$ cat src/rtl/bp_me_pkg.sv
`default_nettype none
// ----------------------------------------------------------------------------
// Module  : bp_me_pkg
// Brief   : Shared types and helpers for the streaming-accelerator coherence
//           arbiter (state encoding, round-robin index wrap).
// Revision: 1.0 - initial release
// ----------------------------------------------------------------------------
package bp_me_pkg;

  // Arbiter state: no owner / header offered but stalled / body streaming
  typedef enum logic [1:0] {
    e_arb  = 2'd0,
    e_hold = 2'd1,
    e_lock = 2'd2
  } bp_sacc_arb_state_e;

  // Circular increment of a source index in the range [0, n-1]
  function automatic int rr_wrap_inc(input int idx, input int n);
    return (idx >= n - 1) ? 0 : idx + 1;
  endfunction

endpackage
`default_nettype wire

$ cat src/rtl/bp_sacc_coh_arbiter_if.sv
`default_nettype none
// ----------------------------------------------------------------------------
// Module  : bp_sacc_coh_arbiter_if
// Brief   : Bundle of the per-source input streams, the merged output stream
//           and the arbiter status signals. Names are seen from the arbiter.
// Revision: 1.0 - initial release
// ----------------------------------------------------------------------------
interface bp_sacc_coh_arbiter_if #(
  parameter int num_src_p    = 4,
  parameter int flit_width_p = 128
);

  logic [num_src_p-1:0][flit_width_p-1:0] data_i;
  logic [num_src_p-1:0]                   v_i;
  logic [num_src_p-1:0]                   ready_and_o;
  logic [flit_width_p-1:0]                data_o;
  logic                                   v_o;
  logic                                   ready_and_i;
  logic [num_src_p-1:0]                   grant_o;
  logic                                   locked_o;

  // Arbiter side
  modport slave (
    input  data_i, v_i, ready_and_i,
    output ready_and_o, data_o, v_o, grant_o, locked_o
  );

  // Environment side (sources and downstream sink)
  modport master (
    output data_i, v_i, ready_and_i,
    input  ready_and_o, data_o, v_o, grant_o, locked_o
  );

endinterface
`default_nettype wire

$ cat src/rtl/bp_sacc_rr_pick.sv
`default_nettype none
// ----------------------------------------------------------------------------
// Module  : bp_sacc_rr_pick
// Brief   : Combinational circular priority search. Returns the first valid
//           source found starting at ptr_i and wrapping around.
// Revision: 1.0 - initial release
// ----------------------------------------------------------------------------
module bp_sacc_rr_pick
  import bp_me_pkg::*;
#(
  parameter int num_src_p   = 4,
  parameter int idx_width_p = (num_src_p > 1) ? $clog2(num_src_p) : 1
) (
  input  logic [num_src_p-1:0]   v_i,
  input  logic [idx_width_p-1:0] ptr_i,
  output logic [num_src_p-1:0]   grant_o,
  output logic [idx_width_p-1:0] idx_o,
  output logic                   v_o
);

  localparam logic [idx_width_p:0] c_num_src = (idx_width_p + 1)'(num_src_p);

  logic [idx_width_p:0]   w_pos;
  logic [idx_width_p-1:0] w_idx;

  // Walk sources from ptr_i circularly; the first valid one wins
  always_comb begin
    grant_o = '0;
    idx_o   = '0;
    v_o     = 1'b0;
    w_pos   = '0;
    w_idx   = '0;
    for (int k = 0; k < num_src_p; k++) begin
      w_pos = {1'b0, ptr_i} + (idx_width_p + 1)'(k);
      if (w_pos >= c_num_src) begin
        w_pos = w_pos - c_num_src;
      end
      w_idx = w_pos[idx_width_p-1:0];
      if (!v_o && v_i[w_idx]) begin
        v_o            = 1'b1;
        idx_o          = w_idx;
        grant_o[w_idx] = 1'b1;
      end
    end
  end

endmodule
`default_nettype wire

$ cat src/rtl/bp_sacc_coh_arbiter.sv
`default_nettype none
// ----------------------------------------------------------------------------
// Module  : bp_sacc_coh_arbiter
// Brief   : Wormhole-aware round-robin arbiter merging accelerator-node
//           coherence streams onto one ready-and link. A source owns the
//           link for a whole packet (header plus len body flits).
// Revision: 1.0 - initial release
// ----------------------------------------------------------------------------
module bp_sacc_coh_arbiter
  import bp_me_pkg::*;
#(
  parameter int num_src_p    = 4,
  parameter int flit_width_p = 128,
  parameter int cord_width_p = 8,
  parameter int len_width_p  = 4
) (
  input  logic                 clk_i,
  input  logic                 reset_n_i,
  bp_sacc_coh_arbiter_if.slave link
);

  localparam int c_idx_w   = (num_src_p > 1) ? $clog2(num_src_p) : 1;
  // Length field sits directly above the destination coordinate
  localparam int c_len_lsb = cord_width_p;

  bp_sacc_arb_state_e      state_r, state_n;
  logic [c_idx_w-1:0]      owner_r, owner_n;
  logic [c_idx_w-1:0]      ptr_r, ptr_n;
  logic [len_width_p-1:0]  cnt_r, cnt_n;

  logic [num_src_p-1:0]    w_pick_grant;
  logic [c_idx_w-1:0]      w_pick_idx;
  logic                    w_pick_v;

  logic [c_idx_w-1:0]      w_cur_idx;
  logic                    w_cur_v;
  logic [num_src_p-1:0]    w_grant;
  logic [flit_width_p-1:0] w_data;
  logic [len_width_p-1:0]  w_hdr_len;
  logic                    w_hs;

  function automatic logic [c_idx_w-1:0] next_idx(input logic [c_idx_w-1:0] idx);
    return c_idx_w'(rr_wrap_inc(int'(idx), num_src_p));
  endfunction

  bp_sacc_rr_pick #(
    .num_src_p   (num_src_p),
    .idx_width_p (c_idx_w)
  ) u_pick (
    .v_i     (link.v_i),
    .ptr_i   (ptr_r),
    .grant_o (w_pick_grant),
    .idx_o   (w_pick_idx),
    .v_o     (w_pick_v)
  );

  // Pick the driving source: fresh arbitration when idle, else the owner
  always_comb begin
    w_cur_idx          = owner_r;
    w_cur_v            = link.v_i[owner_r];
    w_grant            = '0;
    w_grant[owner_r]   = 1'b1;
    if (state_r == e_arb) begin
      w_cur_idx = w_pick_idx;
      w_cur_v   = w_pick_v;
      w_grant   = w_pick_grant;
    end
  end

  assign w_data    = link.data_i[w_cur_idx];
  assign w_hdr_len = w_data[c_len_lsb +: len_width_p];
  assign w_hs      = w_cur_v & link.ready_and_i;

  // State, owner, pointer and body counter registers
  always_ff @(posedge clk_i) begin
    if (!reset_n_i) begin
      state_r <= e_arb;
      owner_r <= '0;
      ptr_r   <= '0;
      cnt_r   <= '0;
    end else begin
      state_r <= state_n;
      owner_r <= owner_n;
      ptr_r   <= ptr_n;
      cnt_r   <= cnt_n;
    end
  end

  // Next-state: lock on multi-flit headers, rotate pointer on last flit
  always_comb begin
    state_n = state_r;
    owner_n = owner_r;
    ptr_n   = ptr_r;
    cnt_n   = cnt_r;
    case (state_r)
      e_arb: begin
        if (w_pick_v) begin
          if (link.ready_and_i) begin
            if (w_hdr_len == '0) begin
              ptr_n = next_idx(w_pick_idx);
            end else begin
              owner_n = w_pick_idx;
              cnt_n   = w_hdr_len;
              state_n = e_lock;
            end
          end else begin
            // Freeze the choice so the stalled header cannot be swapped
            owner_n = w_pick_idx;
            state_n = e_hold;
          end
        end
      end
      e_hold: begin
        if (w_hs) begin
          if (w_hdr_len == '0) begin
            ptr_n   = next_idx(owner_r);
            state_n = e_arb;
          end else begin
            cnt_n   = w_hdr_len;
            state_n = e_lock;
          end
        end
      end
      e_lock: begin
        if (w_hs) begin
          cnt_n = cnt_r - len_width_p'(1);
          if (cnt_r == len_width_p'(1)) begin
            ptr_n   = next_idx(owner_r);
            state_n = e_arb;
          end
        end
      end
      default: begin
        state_n = e_arb;
      end
    endcase
  end

  // Outputs; handshake-related signals are held low while reset is asserted
  assign link.data_o      = w_data;
  assign link.v_o         = w_cur_v & reset_n_i;
  assign link.grant_o     = reset_n_i ? w_grant : '0;
  assign link.ready_and_o = w_grant & {num_src_p{link.ready_and_i & reset_n_i}};
  assign link.locked_o    = reset_n_i & (state_r == e_lock);

endmodule
`default_nettype wire

$ cat src/flat_wrapper.sv
// flat-port wrapper written by rule: the top's interface ports become plain ports
module bp_sacc_coh_arbiter_flat import bp_me_pkg::*;
#(
  parameter int num_src_p    = 4,
  parameter int flit_width_p = 128,
  parameter int cord_width_p = 8,
  parameter int len_width_p  = 4
)
  (clk_i, reset_n_i, link_data_i, link_v_i, link_ready_and_i, link_ready_and_o, link_data_o, link_v_o, link_grant_o, link_locked_o);
  bp_sacc_coh_arbiter_if #(.num_src_p(num_src_p), .flit_width_p(flit_width_p)) link_i ();
  input  logic clk_i;
  input  logic reset_n_i;
  input wire logic [$bits(link_i.data_i)-1:0] link_data_i;
  input wire logic [$bits(link_i.v_i)-1:0] link_v_i;
  input wire logic [$bits(link_i.ready_and_i)-1:0] link_ready_and_i;
  output wire logic [$bits(link_i.ready_and_o)-1:0] link_ready_and_o;
  output wire logic [$bits(link_i.data_o)-1:0] link_data_o;
  output wire logic [$bits(link_i.v_o)-1:0] link_v_o;
  output wire logic [$bits(link_i.grant_o)-1:0] link_grant_o;
  output wire logic [$bits(link_i.locked_o)-1:0] link_locked_o;
  assign link_i.data_i = link_data_i;
  assign link_i.v_i = link_v_i;
  assign link_i.ready_and_i = link_ready_and_i;
  assign link_ready_and_o = link_i.ready_and_o;
  assign link_data_o = link_i.data_o;
  assign link_v_o = link_i.v_o;
  assign link_grant_o = link_i.grant_o;
  assign link_locked_o = link_i.locked_o;
  bp_sacc_coh_arbiter #(.num_src_p(num_src_p), .flit_width_p(flit_width_p), .cord_width_p(cord_width_p), .len_width_p(len_width_p)) u_core (.clk_i(clk_i), .reset_n_i(reset_n_i), .link(link_i));
endmodule
$ cat config.mk
export PLATFORM = sky130hd
export DESIGN_NAME = bp_sacc_coh_arbiter_flat
export DESIGN_NICKNAME = d
export VERILOG_FILES = /design/src/rtl/bp_me_pkg.sv /design/src/rtl/bp_sacc_coh_arbiter_if.sv /design/src/rtl/bp_sacc_rr_pick.sv /design/src/rtl/bp_sacc_coh_arbiter.sv /design/src/flat_wrapper.sv
export SDC_FILE = /design/constraint.sdc
export NUM_CORES = 1
export LEC_CHECK = 0
export ABC_CLOCK_PERIOD_IN_PS = 4500
export BUFFER_PORTS_ARGS = -buffer_cell sky130_fd_sc_hd__buf_4
export CORE_AREA = 2 2 255 257
export DETAILED_ROUTE_END_ITERATION = 8
export DIE_AREA = 0 0 257 259
export PLACE_DENSITY_LB_ADDON = 0.12
export REMOVE_ABC_BUFFERS = 1
export SLEW_MARGIN = 20
export SYNTH_ARGS = -nofsm -noshare
export SYNTH_HDL_FRONTEND = slang
export SYNTH_SLANG_ARGS = --single-unit
$ cat constraint.sdc
create_clock -name clk_i -period 4.5 [get_ports clk_i]
set_clock_uncertainty 0.05 [all_clocks]
set_input_delay 0.9 -clock clk_i [delete_from_list [all_inputs] [get_ports clk_i]]
set_output_delay 0.9 -clock clk_i [all_outputs]
set_load 0.005 [all_outputs]
* After elaboration in Yosys (flattened, before gate mapping) *
Cells that the tools add are included.

operators by class
  add/subtract/negate cells = 10
  order comparisons = 17
  eq/ne operators = 12
  multiplexer cells = 68
  bitwise logic cells = 8
  reduce and logical (&&, ||, !) cells = 18

operator list
  cell                   count
  $bmux W128 S2          1
  $mux W128              1
  $mux W2                27
  $mux W4                11
  $lt A2 B3 Y1 const B   6
  $mux W1                15
  $or A4 B4 Y4           3
  $pmux W2 S3            2
  $pmux W4 S3            1
  $bmux W1 S2            5
  $demux W1 S2           5
  $ge A2 B1 Y1 const B   5
  $ne A2 B1 Y1 const B   5
  $reduce_and A5 Y1      2
  $ge A3 B3 Y1 const B   3
  $logic_and A1 B1 Y1    8
  $reduce_and A8 Y1      1
  $sub A2 B1 Y2 const B  4
  $add A2 B2 Y3 const B  2
  $ne A2 B2 Y1 const B   3
  $add A2 B1 Y2 const B  2
  $and A1 B1 Y1          4
  $and A4 B4 Y4          1
  $eq A4 B1 Y1 const B   1
  other kinds (12)       15

word-level totals
  bits in registers = 10
  input port bits = 519
  output and inout port bits = 138
  word-level logic and storage cells = 137

* Longest topological paths before layout *
Gate-level depths: netlist (run 1).

  word-level depth = 22
  gate-level depth with buffers = 13

* Hierarchy *
A second synthesis (run 1) with hierarchy kept.

unflattened totals
  cell total of the unflattened synthesis = 323
  area total of the unflattened synthesis = 4,523.1 sq um

by module, submodules not included
  module               instances  cells an instance  area an instance (sq um)  sequential area each (sq um)
  bp_sacc_coh_arbiter  1          278                4,101.4                   200.2
  bp_sacc_rr_pick      1          45                 421.7                     0.0

* Worst setup path before layout (run 1) *
Ideal clock, no wire load.

  kind = input-to-output
  start point = input port link_v_i[2]
  end point = output port link_data_o[0]
  arrival time = 3.123 ns
  required time = 3.550 ns
  slack = 0.427 ns
  cell stages on the path = 10
  buffers on the path = 4
  cell sequence = mux4_1 > and2b_1 > o21ai_1 > a31o_1 > buf_6 > clkbuf_1 > clkbuf_1 > clkbuf_1 > nand2_1 > a31oi_1

on the way
  word-level cells in the longest chain between the ends = 15

ends and longest elaborated chain
  item                                 line                       text
  from (decl)                          flat_wrapper.sv:14         input wire logic [$bits(link_i.v_i)-1:0] link_v_i;
  $bmux W1 S2                          bp_sacc_rr_pick.sv:39      if (!v_o && v_i[w_idx]) begin
  $mux W1 (implied by the code)        bp_sacc_rr_pick.sv:39
  $mux W1                              bp_sacc_rr_pick.sv:39
  $logic_not A1 Y1                     bp_sacc_rr_pick.sv:39
  $logic_and A1 B1 Y1                  bp_sacc_rr_pick.sv:39
  $mux W1                              bp_sacc_rr_pick.sv:39
  $logic_not A1 Y1                     bp_sacc_rr_pick.sv:39
  $logic_and A1 B1 Y1                  bp_sacc_rr_pick.sv:39
  $mux W1                              bp_sacc_rr_pick.sv:39
  $logic_not A1 Y1                     bp_sacc_rr_pick.sv:39
  $logic_and A1 B1 Y1                  bp_sacc_rr_pick.sv:39
  $mux W2 (*)                          bp_sacc_rr_pick.sv:39
  $mux W2 (*)                          bp_sacc_coh_arbiter.sv:63  if (state_r == e_arb) begin
  $bmux W128 S2 (*)                    bp_sacc_coh_arbiter.sv:70  assign w_data = link.data_i[w_cur_idx];
  $mux W128 (implied by the code) (*)  bp_sacc_coh_arbiter.sv:70
  to (decl)                            flat_wrapper.sv:17         output wire logic [$bits(link_i.data_o)-1:0] link_data_o;

Every way passes the cells marked *; elsewhere a longest branch is shown, timed or not. The select of a mux whose other input is x is not followed.

* Worst setup path in the final report (run 1) *
  start point = input port link_v_i[2]
  end point = output port link_data_o[86]

The elaborated chain is that of the path after synthesis.

==> results of run 1 <==
==> cells in the mapped netlist (2+ instances only) <==
cell type / n / area [um2]
nand3_1: 3 / 15.01
buf_2: 2 / 10.01
buf_6: 2 / 22.52
o21ai_1: 3 / 15.01
nor3_1: 2 / 10.01
and2_1: 128 / 800.8
dfxtp_1: 10 / 200.2
buf_1: 2 / 7.510
nor2_1: 22 / 82.58
nand2b_1: 4 / 25.02
a31oi_1: 124 / 775.7
nand2_1: 256 / 960.9
nor4_1: 2 / 12.51
a22oi_1: 8 / 60.06
o211ai_1: 5 / 37.54
clkbuf_1: 83 / 311.6
a311oi_1: 2 / 17.52
mux2_2: 3 / 33.78
a21oi_1: 16 / 80.08
o21ai_0: 12 / 60.06
a211oi_1: 125 / 938.4
ha_1: 15 / 187.7
mux4_2: 8 / 180.2
inv_1: 13 / 48.80
==> cell usage in the layout, fill, tap and decap left out, types with 2 or more instances in the layout <==
cell,Yosys,layout
buf_4,0,709
nand2_1,256,256
and2_1,128,128
a211oi_1,125,124
a31oi_1,124,123
nor2_1,22,22
a21oi_1,16,15
ha_1,15,15
buf_12,0,15
inv_1,13,13
o21ai_0,12,12
dfxtp_1,10,10
mux4_2,8,8
a22oi_1,8,8
diode_2,0,5
o211ai_1,5,5
clkbuf_16,0,5
nand2b_1,4,4
nand3_1,3,3
mux2_2,3,3
nor4_1,2,2
a311oi_1,2,2
nor3_1,2,2
o21ai_2,1,2
==> path summary, 6_finish.rpt <==
path / from / to / slack, ns / cells after the start
setup / recovery: link_v_i[2] / link_data_o[86] / 0.13 / 11
hold / removal: u_core.cnt_r[3] / u_core.cnt_r[3] / 0.47 / 2
setup reg to reg: u_core.ptr_r[1] / u_core.cnt_r[1] / 0.65 / 13
hold reg to reg: u_core.cnt_r[3] / u_core.cnt_r[3] / 0.47 / 2
==> cells by family (layout without fill, tap and decap cells) <==
kind of cell	count (synthesis)	after routing	synth area share, %
mux	13	13	4.848
simple gates	424	424	38.50
compound gates	311	311	41.21
xor+xnor	1	1	0.1697
flops	10	10	3.879
buf+inv	102	744	7.758
other cells	0	5	0
fa+ha+maj	15	15	3.636
==> state kept, by name, summed over array words and instances (netlist names) <==
name / flops
u_core.cnt_r: 4
u_core.ptr_r: 2
u_core.state_r: 2
u_core.owner_r: 2
==> worst max-delay path, cell delays in order <==
cell      delay [ns]
buf_4           0.14
mux4_1          0.56
and2b_1         0.20
o21ai_1         0.22
a31o_4          0.24
buf_12          0.22
buf_4           0.23
and2_1          0.16
a211oi_1        0.05
a31oi_1         0.28
buf_4           0.18
==> cell type report <==
cell class,instances,area [um2]
inverters,13,48.80
diodes,5,12.51
flip-flops and latches,10,200.2
clock buffers,4,88.84
fillers,7345,52140
multi-input cells,764,4627
repair buffers,727,5700
well taps,855,1070
==> stage by stage <==
stage	util [%]	setup TNS [ns]	hold slack, ns	cell area [um2]
6_report	18.39	0	0.4697	11750
5_1_grt	18.39	0	0.5366	11750
4_1_cts	18.14	0	0.4768	11590
3_5_place_dp	17.99	-0.2121	0.4725	11490
3_3_place_gp	17.99	-0.2032	0.4597	11490
2_1_floorplan	-	-819.24	0.4411	4810
==> power breakdown <==
part,leakage [nW],internal (mW),switching [mW],total [mW]
registers,0.0827,0.124,0.0413,0.165
logic,5.24,4.12,4.54,8.67
clock network,0.0442,0.134,0.0454,0.179
==> per-layer routing <==
| metal | GRT usage [%] | vias to the layer above |
|---|---|---|
| met5 | 0 | - |
| met4 | 3.133 | 0 |
| met3 | 3.515 | 30 |
| met2 | 23.29 | 340 |
| met1 | 12.67 | 4143 |
| li1 | - | 4471 |
==> timing repair <==
item,CTS,global route
resized for setup,1,6
setup endpoints to repair,1,8
setup buffers,0,8
cloned,0,2
==> impl_metrics.yaml, run 1 <==
status:
  outcome: "finished, final reports clean"
routing:
  drtIter0Drc: 357
  wl_met2_um: 24090
  viasPerCell: 3.778
  top_layer: "met4"
  routedLengthMet1_um: 16360
  routed_wl_um: 44710
  drtPass1Iterations: 5
  antenna_left: 0
  vias: 8984
  drc: 0
  wl_met3_um: 3323
  routedWlPerCell_um: 18.80
cts:
  clock_sinks: 10
  insertion_delay_ns: 0.24
  numCtsBuffers: 3
  cts_tree: "done"
  holdBufCountCts: 0
  cts.clk_slew.worst_paths_ns: 0.04
  clockBufferDepth: 2
  clock_tree.root_cell: "clkbuf_16"
  htree_num_levels: 1
job:
  maxCapViolCount: 0
power:
  peakVddDrop_v: 0.0002519
  total_leakage_power_nw: 5.364
  finalPower_mw: 9.010
  p_per_area_nw_per_um2: 767.0
timing:
  post-route-period-util_pct: 97.09
  finalCriticalPeriod_ns: 4.369
  maxSlewHeadroom_pct: 42.95
  worstMarginPinSlew_ns: 0.8557
  timing.final.max_slew_violations: 0
  setup_viol: 0
  hold_viol: 0
  rsz0062_at_grt: "no"
  fin_ws_ns: 0.1310
  clock.fmax_ghz: 0.2289
place:
  dpl_worst_slack_ns: -0.2121
  dp_hpwl_um: 38350
  gp_congestion: 0.8662
  port_buffers: 656
  placed_cells: 2359
global_routing:
  grt_pass1_vias: 9067
  track_usage_pct: 12.07
  antenna_found_initial: 5
  gr-total-overflow: 0
  grt_max_degree: 47
  grt_pass1_wl_um: 60680
floorplan:
  die_height_um: 259
  fp.coreArea_um2: 63880
  die-area_um2: 66560
  pin_count: 657
  initial_core_util_pct: 8.079
  rows: 93
  fp.dieW_um: 257
layout:
  final_cells: 2378
  syn_to_final_growth_pct: 127.6
  drive_gt1_share_pct: 49.67
  final_nets: 2053
setup_path:
  required_ns: 3.55
  end_kind: "primary output"
  critPathLaunchType: "primary input"
  crit_path_max_fanout: 43
  crit_type: "in -> out"
  arrival_ns: 3.42
synthesis:
  async_flop_share_pct: 0
  synth_area_um2: 5161
  ys_warn_count: 0
  ys_seq_area_share_pct: 3.879
  synthDistinctLibCells: 50
  ys.flop_type: "dfxtp_1"
  synth.avg_cell_area_um2: 5.892
  syn_inst: 876
  ys_seq_elements: 10
  synth_edf_count: 0
hold_path:
  hold_path.class: "reg -> reg"
Note: power is estimated with default switching activity, not from simulation.
==> run 2: changes to the inputs <==
CORE_AREA = 2 2 253 255   (was 2 2 255 257)
DIE_AREA = 0 0 255 257   (was 0 0 257 259)
SYNTH_HIERARCHICAL = 1   (was unset)
==> impl_metrics.yaml, run 2 <==
timing:
  fin_ws_ns: -0.01650
  finalCriticalPeriod_ns: 4.516
  hold_viol: 0
  post-route-period-util_pct: 100.4
  maxSlewHeadroom_pct: 62.38
  setup_viol: 7
  hold_slack_ns: 0.4841
  worstMarginPinSlew_ns: 0.5643
  clock.fmax_ghz: 0.2214
  timing.final.max_slew_violations: 0
  rsz0062_at_grt: "yes"
hold_path:
  holdPathStages: 2
  hold_path.class: "reg -> reg"
cts:
  numCtsBuffers: 3
  clockBufferDepth: 2
  cts_tree: "done"
  cts.clk_slew.worst_paths_ns: 0.05
  clock_tree.root_cell: "clkbuf_16"
  clock_sinks: 10
  holdBufCountCts: 0
  insertion_delay_ns: 0.25
  htree_num_levels: 1
synthesis:
  synth_edf_count: 0
  synth_area_um2: 4523
  ys_seq_area_share_pct: 4.426
  ys_warn_count: 6
  ys.flop_type: "dfxtp_1"
  netlist.area_leader.share_pct: 65.23
  synth.avg_cell_area_um2: 14.00
  yosysTopAreaCell: "mux4_2"
  syn_inst: 323
  ys_top_cells_by_count: "mux4_2, ha_1, mux2i_1"
  synth_most_common_cell: "mux4_2"
  async_flop_share_pct: 0
  synthDistinctLibCells: 48
  ys_seq_elements: 10
  synth.top_cells.by_area: "mux4_2, ha_1, dfxtp_1, mux2i_1, buf_6"
global_routing:
  grt_pass1_wl_um: 70250
  antenna_found_initial: 26
  grt_pass1_vias: 7272
  gr-total-overflow: 0
  track_usage_pct: 16.27
  grt_max_degree: 27
routing:
  routed_wl_um: 56960
  antenna_left: 0
  drtPass1Iterations: 4
  vias: 6576
  drtIter0Drc: 230
  viasPerCell: 3.479
  routedWlPerCell_um: 30.14
  drc: 0
layout:
  final_common_cell: "buf_4"
  final_cells: 1890
  fillers: 7015
  most-common-layout-cells: "buf_4, mux4_2, buf_6"
  drive_gt1_share_pct: 87.25
  final_nets: 1572
  syn_to_final_growth_pct: 163.1
  largest_register: "u_core/cnt_r"
  largest_reg_flops: 4
setup_path:
  crit_type: "in -> out"
  end_kind: "primary output"
  required_ns: 3.55
  crit_path_max_fanout: 16
  rr_worst_depth: 14
  critPathLaunchType: "primary input"
  arrival_ns: 3.57
floorplan:
  rows: 92
  die-area_um2: 65540
  pin_count: 657
  fp.coreArea_um2: 62740
  initial_core_util_pct: 7.210
  fp.dieW_um: 255
  die_height_um: 257
place:
  port_buffers: 656
  gp_congestion: 0.8896
  dp_hpwl_um: 52140
  placed_cells: 1843
power:
  p_per_area_nw_per_um2: 906.2
  total_leakage_power_nw: 5.438
  peakVddDrop_v: 0.0002182
job:
  maxCapViolCount: 0
status:
  violations: "setup timing"
  outcome: "finished, violations left"
==> run 2: changes by cell type in the layout (fill, tap and decap cells not counted), sizes merged, moves of 8 or more <==
| cell | before | now |
|---|---|---|
| buf | 725 | 733 |
| a21oi | 16 | 4 |
| nand2 | 256 | 13 |
| mux2i | 1 | 15 |
| a31oi | 124 | 4 |
| mux4 | 9 | 133 |
| a211oi | 125 | 2 |
| nor2 | 22 | 9 |
| and2 | 128 | 4 |
| o21ai | 16 | 7 |
==> run 2: cell families (layout without fill, tap and decap cells) <==
group	count (synthesis)	in the layout	share of synthesized area (%)
simple gates	56	56	6.888
buf+inv	47	759	5.781
other cells	0	9	0
fa+ha+maj	17	17	4.703
mux	155	155	71.81
flops	10	10	4.426
compound gates	38	38	6.390
==> run 2: path summary, 6_finish.rpt <==
path | from | to | slack [ns]
hold reg to reg | u_core/state_r[0] | u_core/state_r[0] | 0.48
setup reg to reg | u_core/ptr_r[0] | u_core/owner_r[0] | 0.61
setup / recovery | link_v_i[3] | link_data_o[51] | -0.02
hold / removal | u_core/state_r[0] | u_core/state_r[0] | 0.48
==> run 2: critical path, cell delays in order <==
cell and delay (ns):
buf_6 0.10, buf_6 0.11, mux4_2 0.48, buf_6 0.15
nor4b_4 0.26, nor2_1 0.08, a32o_2 0.25, mux2i_4 0.18
buf_12 0.16, buf_12 0.15, buf_12 0.17, mux4_2 0.35
buf_6 0.18
==> run 2: repair_timing <==
item	CTS	global route
pin swaps	1	5
buffers inserted	6	18
gates resized for setup	15	93
setup endpoints to repair	117	122
cloned	1	10
==> run 2: routing by layer <==
metal	global-route usage, %	share of wire (%)	vias to the layer above
met4	3.135	1.2	30
met5	0	0.35	-
met1	19.13	39	3231
met2	25.79	46	370
met3	9.225	13	53
li1	-	-	2892
==> run 2: final cells by class <==
class	count	area, um2	share of cell area [%]
diodes	9	22.52	0.1892
multi-input cells	266	4103	34.47
inverters	12	45.04	0.3785
repair buffers	743	6382	53.63
well taps	846	1059	8.894
flip-flops and latches	10	201.4	1.693
clock buffers	4	88.84	0.7464
==> run 2: power by group <==
| part | leakage (nW) | internal [mW] | switching [mW] |
|---|---|---|---|
| registers | 0.0827 | 0.130 | 0.0601 |
| clock network | 0.0442 | 0.135 | 0.0510 |
| logic | 5.31 | 5.71 | 4.70 |
| total | 5.44 | 5.97 | 4.81 |
==> run 2: stage by stage <==
step / utilization [%] / total power [mW] / worst slack (ns) / cell area [um2] / TNS [ns]
after floorplan: - / 3.320 / -6.286 / 4307 / -854.13
after global placement: 17.38 / 9.258 / -0.2561 / 10900 / -16.33
after detailed placement: 17.38 / 9.274 / -0.1717 / 10900 / -8.110
after CTS: 17.75 / 9.762 / -0.06614 / 11130 / -1.843
after global routing: 18.96 / 11.51 / -0.09428 / 11900 / -3.698
final: 18.97 / 10.79 / -0.01650 / 11900 / -0.06910
==> run 3: changes to the inputs <==
ABC_AREA = 1   (was unset)
==> impl_metrics.yaml, run 3 <==
status:
  outcome: "finished, final reports clean"
floorplan:
  die-area_um2: 65540
  fp.dieW_um: 255
  die_height_um: 257
  pin_count: 657
  rows: 92
  initial_core_util_pct: 7.934
  fp.coreArea_um2: 62740
cts:
  htree_num_levels: 1
  holdBufCountCts: 0
  cts_tree: "done"
  numCtsBuffers: 3
  post_cts_buffers: 0
  insertion_delay_ns: 0.24
  clock_sinks: 10
  clock_tree.root_cell: "clkbuf_16"
  cts.clk_slew.worst_paths_ns: 0.04
  cts_resized: 0
  clockBufferDepth: 2
global_routing:
  track_usage_pct: 12.76
  grt_pass1_vias: 9956
  gr-total-overflow: 0
  grt_pass1_wl_um: 63260
  antenna_found_initial: 6
  grt_max_degree: 55
setup_path:
  end_kind: "primary output"
  crit_type: "in -> out"
  arrival_ns: 3.39
  required_ns: 3.55
  critPathLaunchType: "primary input"
  crit_path_max_fanout: 27
routing:
  viasPerCell: 3.869
  antenna_left: 0
  vias: 9491
  routedWlPerCell_um: 18.57
  drtPass1Iterations: 5
  drc: 0
  drtIter0Drc: 416
  routed_wl_um: 45540
power:
  p_per_area_nw_per_um2: 1119
  total_leakage_power_nw: 5.337
  peakVddDrop_v: 0.0004008
layout:
  most-common-layout-cells: "buf_4, nor2_1, o21ai_0"
  fin_util_pct: 18.00
  largest_register: "u_core/cnt_r"
  final_common_cell: "buf_4"
  drive_gt1_share_pct: 46.97
  final_nets: 2138
  syn_to_final_growth_pct: 126.8
  largest_reg_flops: 4
  final_cells: 2453
synthesis:
  ys_seq_area_share_pct: 4.022
  yosysTopAreaCell: "o21ai_0"
  async_flop_share_pct: 0
  synth_edf_count: 0
  synthDistinctLibCells: 32
  ys.flop_type: "dfxtp_1"
  ys_seq_elements: 10
  ys_top_cells_by_count: "nor2_1, o21ai_0, o22ai_1"
  synth.avg_cell_area_um2: 5.079
  synth_area_um2: 4977
  synth.top_cells.by_area: "o21ai_0, nor2_1, o22ai_1, clkbuf_1, nand2_1"
  netlist.area_leader.share_pct: 23.83
  ys_warn_count: 6
  syn_inst: 980
  synth_most_common_cell: "nor2_1"
place:
  port_buffers: 656
  placed_cells: 2443
  dp_hpwl_um: 38220
  gp_congestion: 0.8400
timing:
  hold_slack_ns: 0.4342
  worstMarginPinSlew_ns: 0.6078
  maxSlewHeadroom_pct: 59.05
  hold_viol: 0
  setup_viol: 0
  rsz0062_at_grt: "no"
  post-route-period-util_pct: 96.44
  timing.final.max_slew_violations: 0
  clock.fmax_ghz: 0.2304
  finalCriticalPeriod_ns: 4.340
hold_path:
  hold_path.class: "reg -> reg"
job:
  maxCapViolCount: 0
## run 3: changes by cell type after synthesis, moves of 9 or more
cell	previous run	this run
a21oi_1	3	17
a22oi_1	9	0
clkbuf_1	9	70
inv_1	12	40
mux2i_1	14	3
mux4_2	131	0
nand2_1	13	67
nand2_2	0	19
nand3_1	1	31
nor2_1	9	273
o21ai_0	7	237
o21ai_1	0	13
o22ai_1	0	125
## run 3: path summary, 6_finish.rpt
check | from | to | slack (ns) | cells after the start
worst min register to register | u_core/cnt_r[2] | u_core/cnt_r[2] | 0.43 | 2
worst min-delay path | u_core/cnt_r[2] | u_core/cnt_r[2] | 0.43 | 2
worst max register to register | u_core/ptr_r[0] | u_core/owner_r[1] | 1.14 | 23
worst max-delay path | link_v_i[3] | link_data_o[77] | 0.16 | 17
## run 3: worst max-delay path: stages
cell     delay, ns
buf_4         0.13
inv_1         0.04
nand2_1       0.09
nand2_1       0.08
nand2_1       0.06
nand2_2       0.15
inv_1         0.13
nand3_1       0.10
nand3_1       0.12
buf_4         0.17
nand2_2       0.10
nand2_8       0.11
buf_12        0.19
buf_12        0.17
o21ai_0       0.50
o22ai_1       0.15
buf_4         0.16
## run 3: logic make-up (layout without fill, tap and decap cells)
family / count (synthesis) / in the layout / share of synthesized area, %
AO/OA/AOI/OAI: 400 / 400 / 43.79
adder cells (fa/ha/maj): 17 / 17 / 4.273
buffers and inverters: 134 / 755 / 11.31
flip-flops: 10 / 10 / 4.022
multiplexers: 4 / 4 / 0.8296
other: 0 / 6 / 0
AND/OR/NAND/NOR: 415 / 415 / 35.77
## run 3: power by group
part	internal, mW	leakage (nW)	total [mW]	switching [mW]
Combinational	5.36	5.21	12.3	6.93
Clock	0.134	0.0442	0.176	0.0421
Sequential	0.125	0.0826	0.157	0.0321
Total	5.62	5.34	12.6	7.01
## run 3: cell type report
| class | count | area (um2) |
|---|---|---|
| fillers | 7363 | 51450 |
| clock buffers | 4 | 88.84 |
| flip-flops and latches | 10 | 200.2 |
| diodes | 6 | 15.01 |
| multi-input cells | 836 | 4239 |
| repair buffers | 705 | 5505 |
| inverters | 46 | 182.7 |
| well taps | 846 | 1059 |
## run 3: through the flow
| stage | worst slack [ns] | TNS, ns | area [um2] | power, mW |
|---|---|---|---|---|
| 6_report | 0.1603 | 0 | 11290 | 12.63 |
| 5_1_grt | 0.1099 | 0 | 11290 | 13.89 |
| 4_1_cts | 0.2190 | 0 | 11270 | 12.86 |
| 3_5_place_dp | 0.2256 | 0 | 11190 | 12.64 |
| 3_3_place_gp | 0.2427 | 0 | 11190 | 12.75 |
| 2_1_floorplan | -0.6476 | -78.39 | 4594 | 5.549 |
## run 3: layer usage
metal | routed length [um] | GRT usage [%]
met3 | 3980 | 3.237
met4 | 1037 | 3.330
met2 | 23620 | 24.41
met1 | 16900 | 13.66
met5 | 0 | 0
